--- src/rtl/threshold_pkg.sv ---
// threshold_pkg: FVH bit positions and FSM state encoding shared by threshold_peak.
package threshold_pkg;
    localparam int FVH_F = 2;
    localparam int FVH_V = 1;
    localparam int FVH_H = 0;
    typedef enum logic [1:0] {IDLE, ACTIVE, REPORT} state_t;
endpackage

--- src/rtl/threshold_peak_if.sv ---
// threshold_peak_if: pixel stream, thresholds and per-line peak report bundle.
interface threshold_peak_if #(
    parameter int DW = 8,
    parameter int COLW = 10
);
    logic [DW-1:0]   thr_hi, thr_lo, din, dout, peak_val;
    logic [2:0]      fvh_in, fvh_out;
    logic            dv_in, dv_out, peak_found, peak_valid;
    logic [COLW-1:0] peak_col;
    modport master (
        output thr_hi, thr_lo, fvh_in, dv_in, din,
        input  fvh_out, dv_out, dout, peak_col, peak_val, peak_found, peak_valid
    );
    modport slave (
        input  thr_hi, thr_lo, fvh_in, dv_in, din,
        output fvh_out, dv_out, dout, peak_col, peak_val, peak_found, peak_valid
    );
endinterface

--- src/rtl/line_peak_tracker.sv ---
// line_peak_tracker: saturating column counter plus max/argmax of "on" pixels; capture publishes the line result.
module line_peak_tracker #(
    parameter int DW = 8,
    parameter int COLW = 10
) (
    input  logic            clk,
    input  logic            reset,
    input  logic            clr,
    input  logic            en,
    input  logic            hit,
    input  logic            capture,
    input  logic [DW-1:0]   din,
    output logic [COLW-1:0] peak_col,
    output logic [DW-1:0]   peak_val,
    output logic            peak_found,
    output logic            peak_valid
);
    logic [COLW-1:0] col_q, col_d, arg_q, arg_d, cur, arg_base, peak_col_q, peak_col_d;
    logic [DW-1:0]   max_q, max_d, max_base, peak_val_q, peak_val_d;
    logic            found_q, found_d, found_base, take;
    logic            peak_found_q, peak_found_d, peak_valid_q, peak_valid_d;

    // clr marks the first pixel of a line, so it sees an empty tracker at column 0
    always_comb begin
        cur = clr ? '0 : col_q;
        arg_base = clr ? '0 : arg_q;
        max_base = clr ? '0 : max_q;
        found_base = clr ? 1'b0 : found_q;
        take = en && hit && (!found_base || din > max_base);
        col_d = en ? ((&cur) ? cur : cur + COLW'(1)) : col_q;
        arg_d = take ? cur : arg_base;
        max_d = take ? din : max_base;
        found_d = take || found_base;
        peak_col_d = capture ? arg_q : peak_col_q;
        peak_val_d = capture ? max_q : peak_val_q;
        peak_found_d = capture ? found_q : peak_found_q;
        peak_valid_d = capture;
    end

    always_ff @(posedge clk or posedge reset) begin
        if (reset) begin
            col_q <= '0;
            arg_q <= '0;
            max_q <= '0;
            found_q <= 1'b0;
            peak_col_q <= '0;
            peak_val_q <= '0;
            peak_found_q <= 1'b0;
            peak_valid_q <= 1'b0;
        end else begin
            col_q <= col_d;
            arg_q <= arg_d;
            max_q <= max_d;
            found_q <= found_d;
            peak_col_q <= peak_col_d;
            peak_val_q <= peak_val_d;
            peak_found_q <= peak_found_d;
            peak_valid_q <= peak_valid_d;
        end
    end

    assign peak_col = peak_col_q;
    assign peak_val = peak_val_q;
    assign peak_found = peak_found_q;
    assign peak_valid = peak_valid_q;
endmodule

--- src/rtl/threshold_peak.sv ---
// threshold_peak: 1-cycle pixel binariser with a per-line brightest "on" pixel report.
// Define THRESH_HYSTERESIS_EN to add an on/off hysteresis band using thr_lo.
module threshold_peak #(
    parameter int DW = 8,
    parameter int COLW = 10
) (
    input logic clk,
    input logic reset,
    threshold_peak_if.slave bus
);
    import threshold_pkg::*;

    state_t        state_q, state_d;
    logic [DW-1:0] thr_hi_q, thr_hi_d, hi, dout_q, dout_d;
    logic [2:0]    fvh_q, fvh_d;
    logic          dv_q, dv_d, idle, active, blank, line_pix, on, clr, capture;

    assign idle = state_q == IDLE;
    assign active = bus.dv_in && !bus.fvh_in[FVH_V] && !bus.fvh_in[FVH_H];
    assign blank = bus.fvh_in[FVH_V] || bus.fvh_in[FVH_H];
    assign line_pix = active && state_q != REPORT;
    // The first pixel of a line is judged against the live ports being latched alongside it
    assign hi = idle ? bus.thr_hi : thr_hi_q;

`ifdef THRESH_HYSTERESIS_EN
    logic [DW-1:0] thr_lo_q, thr_lo_d, lo;
    logic          hyst_q, hyst_d;
    assign lo = idle ? bus.thr_lo : thr_lo_q;
    assign on = (bus.din > hi) || (bus.din >= lo && state_q == ACTIVE && hyst_q);
    always_comb begin
        thr_lo_d = lo;
        hyst_d = line_pix ? on : hyst_q;
    end
    always_ff @(posedge clk or posedge reset) begin
        if (reset) begin
            thr_lo_q <= '0;
            hyst_q <= 1'b0;
        end else begin
            thr_lo_q <= thr_lo_d;
            hyst_q <= hyst_d;
        end
    end
`else
    assign on = bus.din > hi;
`endif

    always_ff @(posedge clk or posedge reset) begin
        if (reset) state_q <= IDLE;
        else state_q <= state_d;
    end

    always_comb begin
        state_d = (idle && active) ? ACTIVE :
                  (state_q == ACTIVE && blank) ? REPORT :
                  (state_q == REPORT) ? IDLE : state_q;
    end

    always_comb begin
        clr = idle && active;
        capture = state_q == ACTIVE && blank;
        thr_hi_d = hi;
        dout_d = {DW{active && on}};
        fvh_d = bus.fvh_in;
        dv_d = bus.dv_in;
    end

    always_ff @(posedge clk or posedge reset) begin
        if (reset) begin
            thr_hi_q <= '0;
            dout_q <= '0;
            fvh_q <= '0;
            dv_q <= 1'b0;
        end else begin
            thr_hi_q <= thr_hi_d;
            dout_q <= dout_d;
            fvh_q <= fvh_d;
            dv_q <= dv_d;
        end
    end

    assign bus.dout = dout_q;
    assign bus.fvh_out = fvh_q;
    assign bus.dv_out = dv_q;

    line_peak_tracker #(.DW(DW), .COLW(COLW)) u_tracker (
        .clk(clk),
        .reset(reset),
        .clr(clr),
        .en(line_pix),
        .hit(on),
        .capture(capture),
        .din(bus.din),
        .peak_col(bus.peak_col),
        .peak_val(bus.peak_val),
        .peak_found(bus.peak_found),
        .peak_valid(bus.peak_valid)
    );
endmodule

--- src/flat_wrapper.sv ---
// flat-port wrapper written by rule: the top's interface ports become plain ports
module threshold_peak_flat import threshold_pkg::*;
#(
    parameter int DW = 8,
    parameter int COLW = 10
)
  (clk, reset, bus_thr_hi, bus_thr_lo, bus_fvh_in, bus_dv_in, bus_din, bus_fvh_out, bus_dv_out, bus_dout, bus_peak_col, bus_peak_val, bus_peak_found, bus_peak_valid);
  threshold_peak_if #(.DW(DW), .COLW(COLW)) bus_i ();
  input logic clk;
  input logic reset;
  input wire logic [$bits(bus_i.thr_hi)-1:0] bus_thr_hi;
  input wire logic [$bits(bus_i.thr_lo)-1:0] bus_thr_lo;
  input wire logic [$bits(bus_i.fvh_in)-1:0] bus_fvh_in;
  input wire logic [$bits(bus_i.dv_in)-1:0] bus_dv_in;
  input wire logic [$bits(bus_i.din)-1:0] bus_din;
  output wire logic [$bits(bus_i.fvh_out)-1:0] bus_fvh_out;
  output wire logic [$bits(bus_i.dv_out)-1:0] bus_dv_out;
  output wire logic [$bits(bus_i.dout)-1:0] bus_dout;
  output wire logic [$bits(bus_i.peak_col)-1:0] bus_peak_col;
  output wire logic [$bits(bus_i.peak_val)-1:0] bus_peak_val;
  output wire logic [$bits(bus_i.peak_found)-1:0] bus_peak_found;
  output wire logic [$bits(bus_i.peak_valid)-1:0] bus_peak_valid;
  assign bus_i.thr_hi = bus_thr_hi;
  assign bus_i.thr_lo = bus_thr_lo;
  assign bus_i.fvh_in = bus_fvh_in;
  assign bus_i.dv_in = bus_dv_in;
  assign bus_i.din = bus_din;
  assign bus_fvh_out = bus_i.fvh_out;
  assign bus_dv_out = bus_i.dv_out;
  assign bus_dout = bus_i.dout;
  assign bus_peak_col = bus_i.peak_col;
  assign bus_peak_val = bus_i.peak_val;
  assign bus_peak_found = bus_i.peak_found;
  assign bus_peak_valid = bus_i.peak_valid;
  threshold_peak #(.DW(DW), .COLW(COLW)) u_core (.clk(clk), .reset(reset), .bus(bus_i));
endmodule
--- config.mk ---
export PLATFORM = sky130hd
export DESIGN_NAME = threshold_peak_flat
export DESIGN_NICKNAME = d
export VERILOG_FILES = /design/src/rtl/threshold_pkg.sv /design/src/rtl/threshold_peak_if.sv /design/src/rtl/line_peak_tracker.sv /design/src/rtl/threshold_peak.sv /design/src/flat_wrapper.sv
export SDC_FILE = /design/constraint.sdc
export NUM_CORES = 1
export LEC_CHECK = 0
export BUFFER_PORTS_ARGS = -buffer_cell sky130_fd_sc_hd__buf_2
export CORE_MARGIN = 3
export CORE_UTILIZATION = 55
export DETAILED_ROUTE_END_ITERATION = 12
export GPL_ROUTABILITY_DRIVEN = 0
export PLACE_DENSITY = 0.82
export SYNTH_ARGS = -nofsm -noshare
export SYNTH_HDL_FRONTEND = slang
export SYNTH_SLANG_ARGS = --single-unit
export TNS_END_PERCENT = 1
--- constraint.sdc ---
create_clock -name clk -period 3.2 [get_ports clk]
set_clock_uncertainty 0.15 [all_clocks]
set_input_delay 0 -clock clk [delete_from_list [all_inputs] [get_ports clk]]
set_output_delay 0 -clock clk [all_outputs]
set_load 0.01 [all_outputs]
==> run_results.csv <==
group,metric,value,unit
sta,max_slew_margin,38.9,%
sta,drv_slew,0,
global_routing,gr-total-overflow,0,
power,power_leakage,1.91,nW
placement,dp.cells,381,
yosys,avgSynthCellArea,11.7,um^2
cells_and_area,multiInputGateArea,1340,um^2
yosys,synthFlopType,"dfrtp_1",
global_routing,grt_pass1_wl,10.5,mm
min_path,hp-class,"in -> reg",
cells_and_area,nets,390,
placement,place_ws,0.245,ns
sta,final.min_clock_period,2.95,ns
global_routing,grt_pass1_vias,2303,
sta,fin_crit_sh,92.1,%
drt,drc,0,
floorplan,die_area,6690,um^2
floorplan,pin_count,62,
setup_path,r2r_start,"u_core.state_q[1]$_DFFE_PP0P_",
placement,port_buffers,53,
clock_network,clk_pin_slew_worst_paths,0.06,ns
clock_network,cts_buffers,9,
setup_path,worst_setup_path_start_kind,"register",
floorplan,row_count,26,
setup_path,crit_path_end_kind,"register",
sta,setup_viol,0,
floorplan,die_x,81.8,um
floorplan,core-area,5340,um^2
clock_network,cts-htree-levels,3,
drt,drt-total-wl,6.00,mm
yosys,syn_inst,271,
placement,dp_hpwl,3.95,mm
yosys,synth_seq_area_share,50.7,%
min_path,min_path_cells,2,
sta,worst_pin_slew,0.915,ns
outcome,outcome,"completed",
floorplan,start_util,59.2,%
yosys,ys_warn_count,0,
yosys,synth_cell_types,41,
drt,ant_nets,0,
clock_network,clock_tree.root_cell,"clkbuf_8",
sta,timing.final.ws_setup,0.254,ns
yosys,syn-cell-area,3160,um^2
run,drv_cap,0,
yosys,synth_largest_area_cell,"dfrtp_1",
yosys,syn_nets,318,
global_routing,track_usage,21.0,%
sta,rsz0062_at_grt,"no",
yosys,synth_top_area_share,50.7,%
setup_path,reg2reg_depth,10,
cells_and_area,area_delta_synth_final,21.4,%
yosys,synthArstFlopShare,100,%
setup_path,crit_arrival,3.05,ns
clock_network,cts_tree,"yes",
cells_and_area,n_fill_cell,370,
drt,wl_per_cell,14.4,um
drt,num_vias,2229,
drt,routed_via_density,5.33,
clock_network,insertion_delay,0.34,ns
cells_and_area,regArea,1600,um^2
setup_path,cp.required,3.30,ns
sta,hold_viol,0,
setup_path,crit_type,"reg -> reg",
sta,fmax,0.339,GHz
power,ir_worst_vdd,0.000467,V
global_routing,grt_antenna_before_repair,0,
drt,drt-initial-drc-count,122,
sta,setup_tns,0,ns
cells_and_area,n_antenna_cell,0,
power,powerDensity,741,nW/um^2
clock_network,cts_buffer_depth,2,
drt,firstDrtPassIters,4,
floorplan,die_y,81.8,um
setup_path,crit_start,"u_core.state_q[1]$_DFFE_PP0P_",
cells_and_area,drive_above_1_share,30.2,%
yosys,synth_edf_count,0,
min_path,hold_start,"bus_fvh_in[2]",
setup_path,cp_max_fo,17,
global_routing,grt_start_max_net_pins,45,
clock_network,cts.sinks,64,
yosys,synth_area_leaders,"dfrtp_1, mux2_2, mux2i_1",
yosys,ys_ff_latch,64,
cells_and_area,instances_no_fill,418,
-- power by group --
part | total (mW) | internal, mW | leakage (nW) | switching, mW
Clock | 0.748 | 0.460 | 0.108 | 0.289
Combinational | 0.927 | 0.430 | 0.966 | 0.497
Sequential | 1.16 | 1.03 | 0.840 | 0.135
Total | 2.84 | 1.92 | 1.91 | 0.920
-- routing by layer --
metal	vias to the layer above	part of all wire (%)	track usage, %	wire length [um]
met5	-	0	0	0
met4	0	1.7	8.64	105
met3	10	4.0	5.81	238
met2	42	53	37.0	3160
met1	1109	42	24.0	2500
li1	1068	-	-	-
-- cells in the final DEF, fill, tap and decap left out, types with 10 or more instances in the layout --
master,synthesis,final
dfrtp_1,64,64
buf_2,2,53
nand2_1,34,34
mux2i_1,23,23
mux2_2,22,22
inv_1,22,21
dlygate4sd3_1,0,21
ha_1,17,17
a21oi_1,13,13
clkbuf_8,2,10
-- final cells by class --
| class | instances | area share (%) |
|---|---|---|
| Clock buffer | 13 | 3.89 |
| Clock inverter | 3 | 1.70 |
| Inverter | 22 | 2.15 |
| Multi-Input combinational cell | 169 | 34.9 |
| Sequential cell | 64 | 41.8 |
| Tap cell | 70 | 2.29 |
| Timing Repair Buffer | 77 | 13.3 |
-- flip-flops by register name, indices dropped and copies added, names as in the netlist --
| name | flops |
|---|---|
| u_core.u_tracker.peak_found | 1 |
| u_core.state_q | 2 |
| u_core.bus.fvh_out | 3 |
| u_core.thr_hi_q | 8 |
| u_core.u_tracker.peak_col | 10 |
| u_core.u_tracker.peak_val | 8 |
| u_core.u_tracker.max_q | 8 |
| u_core.u_tracker.arg_q | 10 |
| u_core.bus.dv_out | 1 |
| u_core.bus.dout | 1 |
| u_core.u_tracker.peak_valid | 1 |
| u_core.u_tracker.found_q | 1 |
| u_core.u_tracker.col_q | 10 |
-- critical path, stage by stage, from the launching register on --
cell	delay [ns]
dfrtp_1	0.51
nor2_8	0.30
mux2_2	0.39
ha_1	0.18
nor2b_1	0.12
o211ai_1	0.09
a21oi_1	0.17
o21ai_2	0.12
nor4_4	0.36
buf_12	0.23
mux2i_1	0.24
-- per-stage QoR --
step                      hold WS (ns)  cell area (um^2)  utilization (%)  total power, mW
after global placement         -0.0394              3410             63.9             2.04
after global routing             0.152              3830             71.8             3.03
after detailed placement       -0.0387              3410             63.9             2.08
final                            0.151              3830             71.8             2.84
after floorplan                 -0.119              3160                -             1.84
after CTS                        0.133              3830             71.8             2.86
-- logic make-up (layout without fill, tap and decap cells) --
family	count (synthesis)	in the layout	synth area share, %
AO/OA/AOI/OAI	31	31	6.34
XOR/XNOR	5	5	1.39
adder cells (fa/ha/maj)	17	17	6.74
buffers and inverters	38	115	7.41
flip-flops	64	64	50.7
multiplexers	46	46	15.5
AND/OR/NAND/NOR	70	70	11.9
-- synthesized netlist by cell type, drive strengths merged (2+ instances only) --
cell type,n
ha,17
buf,14
o21ai,9
xor2,3
o211ai,2
xnor2,2
nand2,36
a21oi,14
mux2,23
nor2b,2
inv,22
nor2,9
mux2i,23
dfrtp,64
clkbuf,2
nand4,7
nand3,4
nor3,5
-- worst paths after layout --
kind	to	slack (ns)
max	u_core.u_tracker.max_q[7]$_DFF_PP0_	0.25
min reg2reg	u_core.thr_hi_q[2]$_DFF_PP0_	0.35
min in group asynchronous	u_core.thr_hi_q[5]$_DFF_PP0_	0.25
max reg2reg	u_core.u_tracker.max_q[7]$_DFF_PP0_	0.25
max in group asynchronous	u_core.state_q[0]$_DFFE_PP0P_	1.81
min	u_core.bus.fvh_out[2]$_DFF_PP0_	0.15
-- repair_timing --
item,4_1_cts,5_1_grt
gates resized for setup,0,0
buffers inserted,0,0
hold buffers,21,0
hold endpoints to repair,65,0
Note: power is estimated with default switching activity, not from simulation.
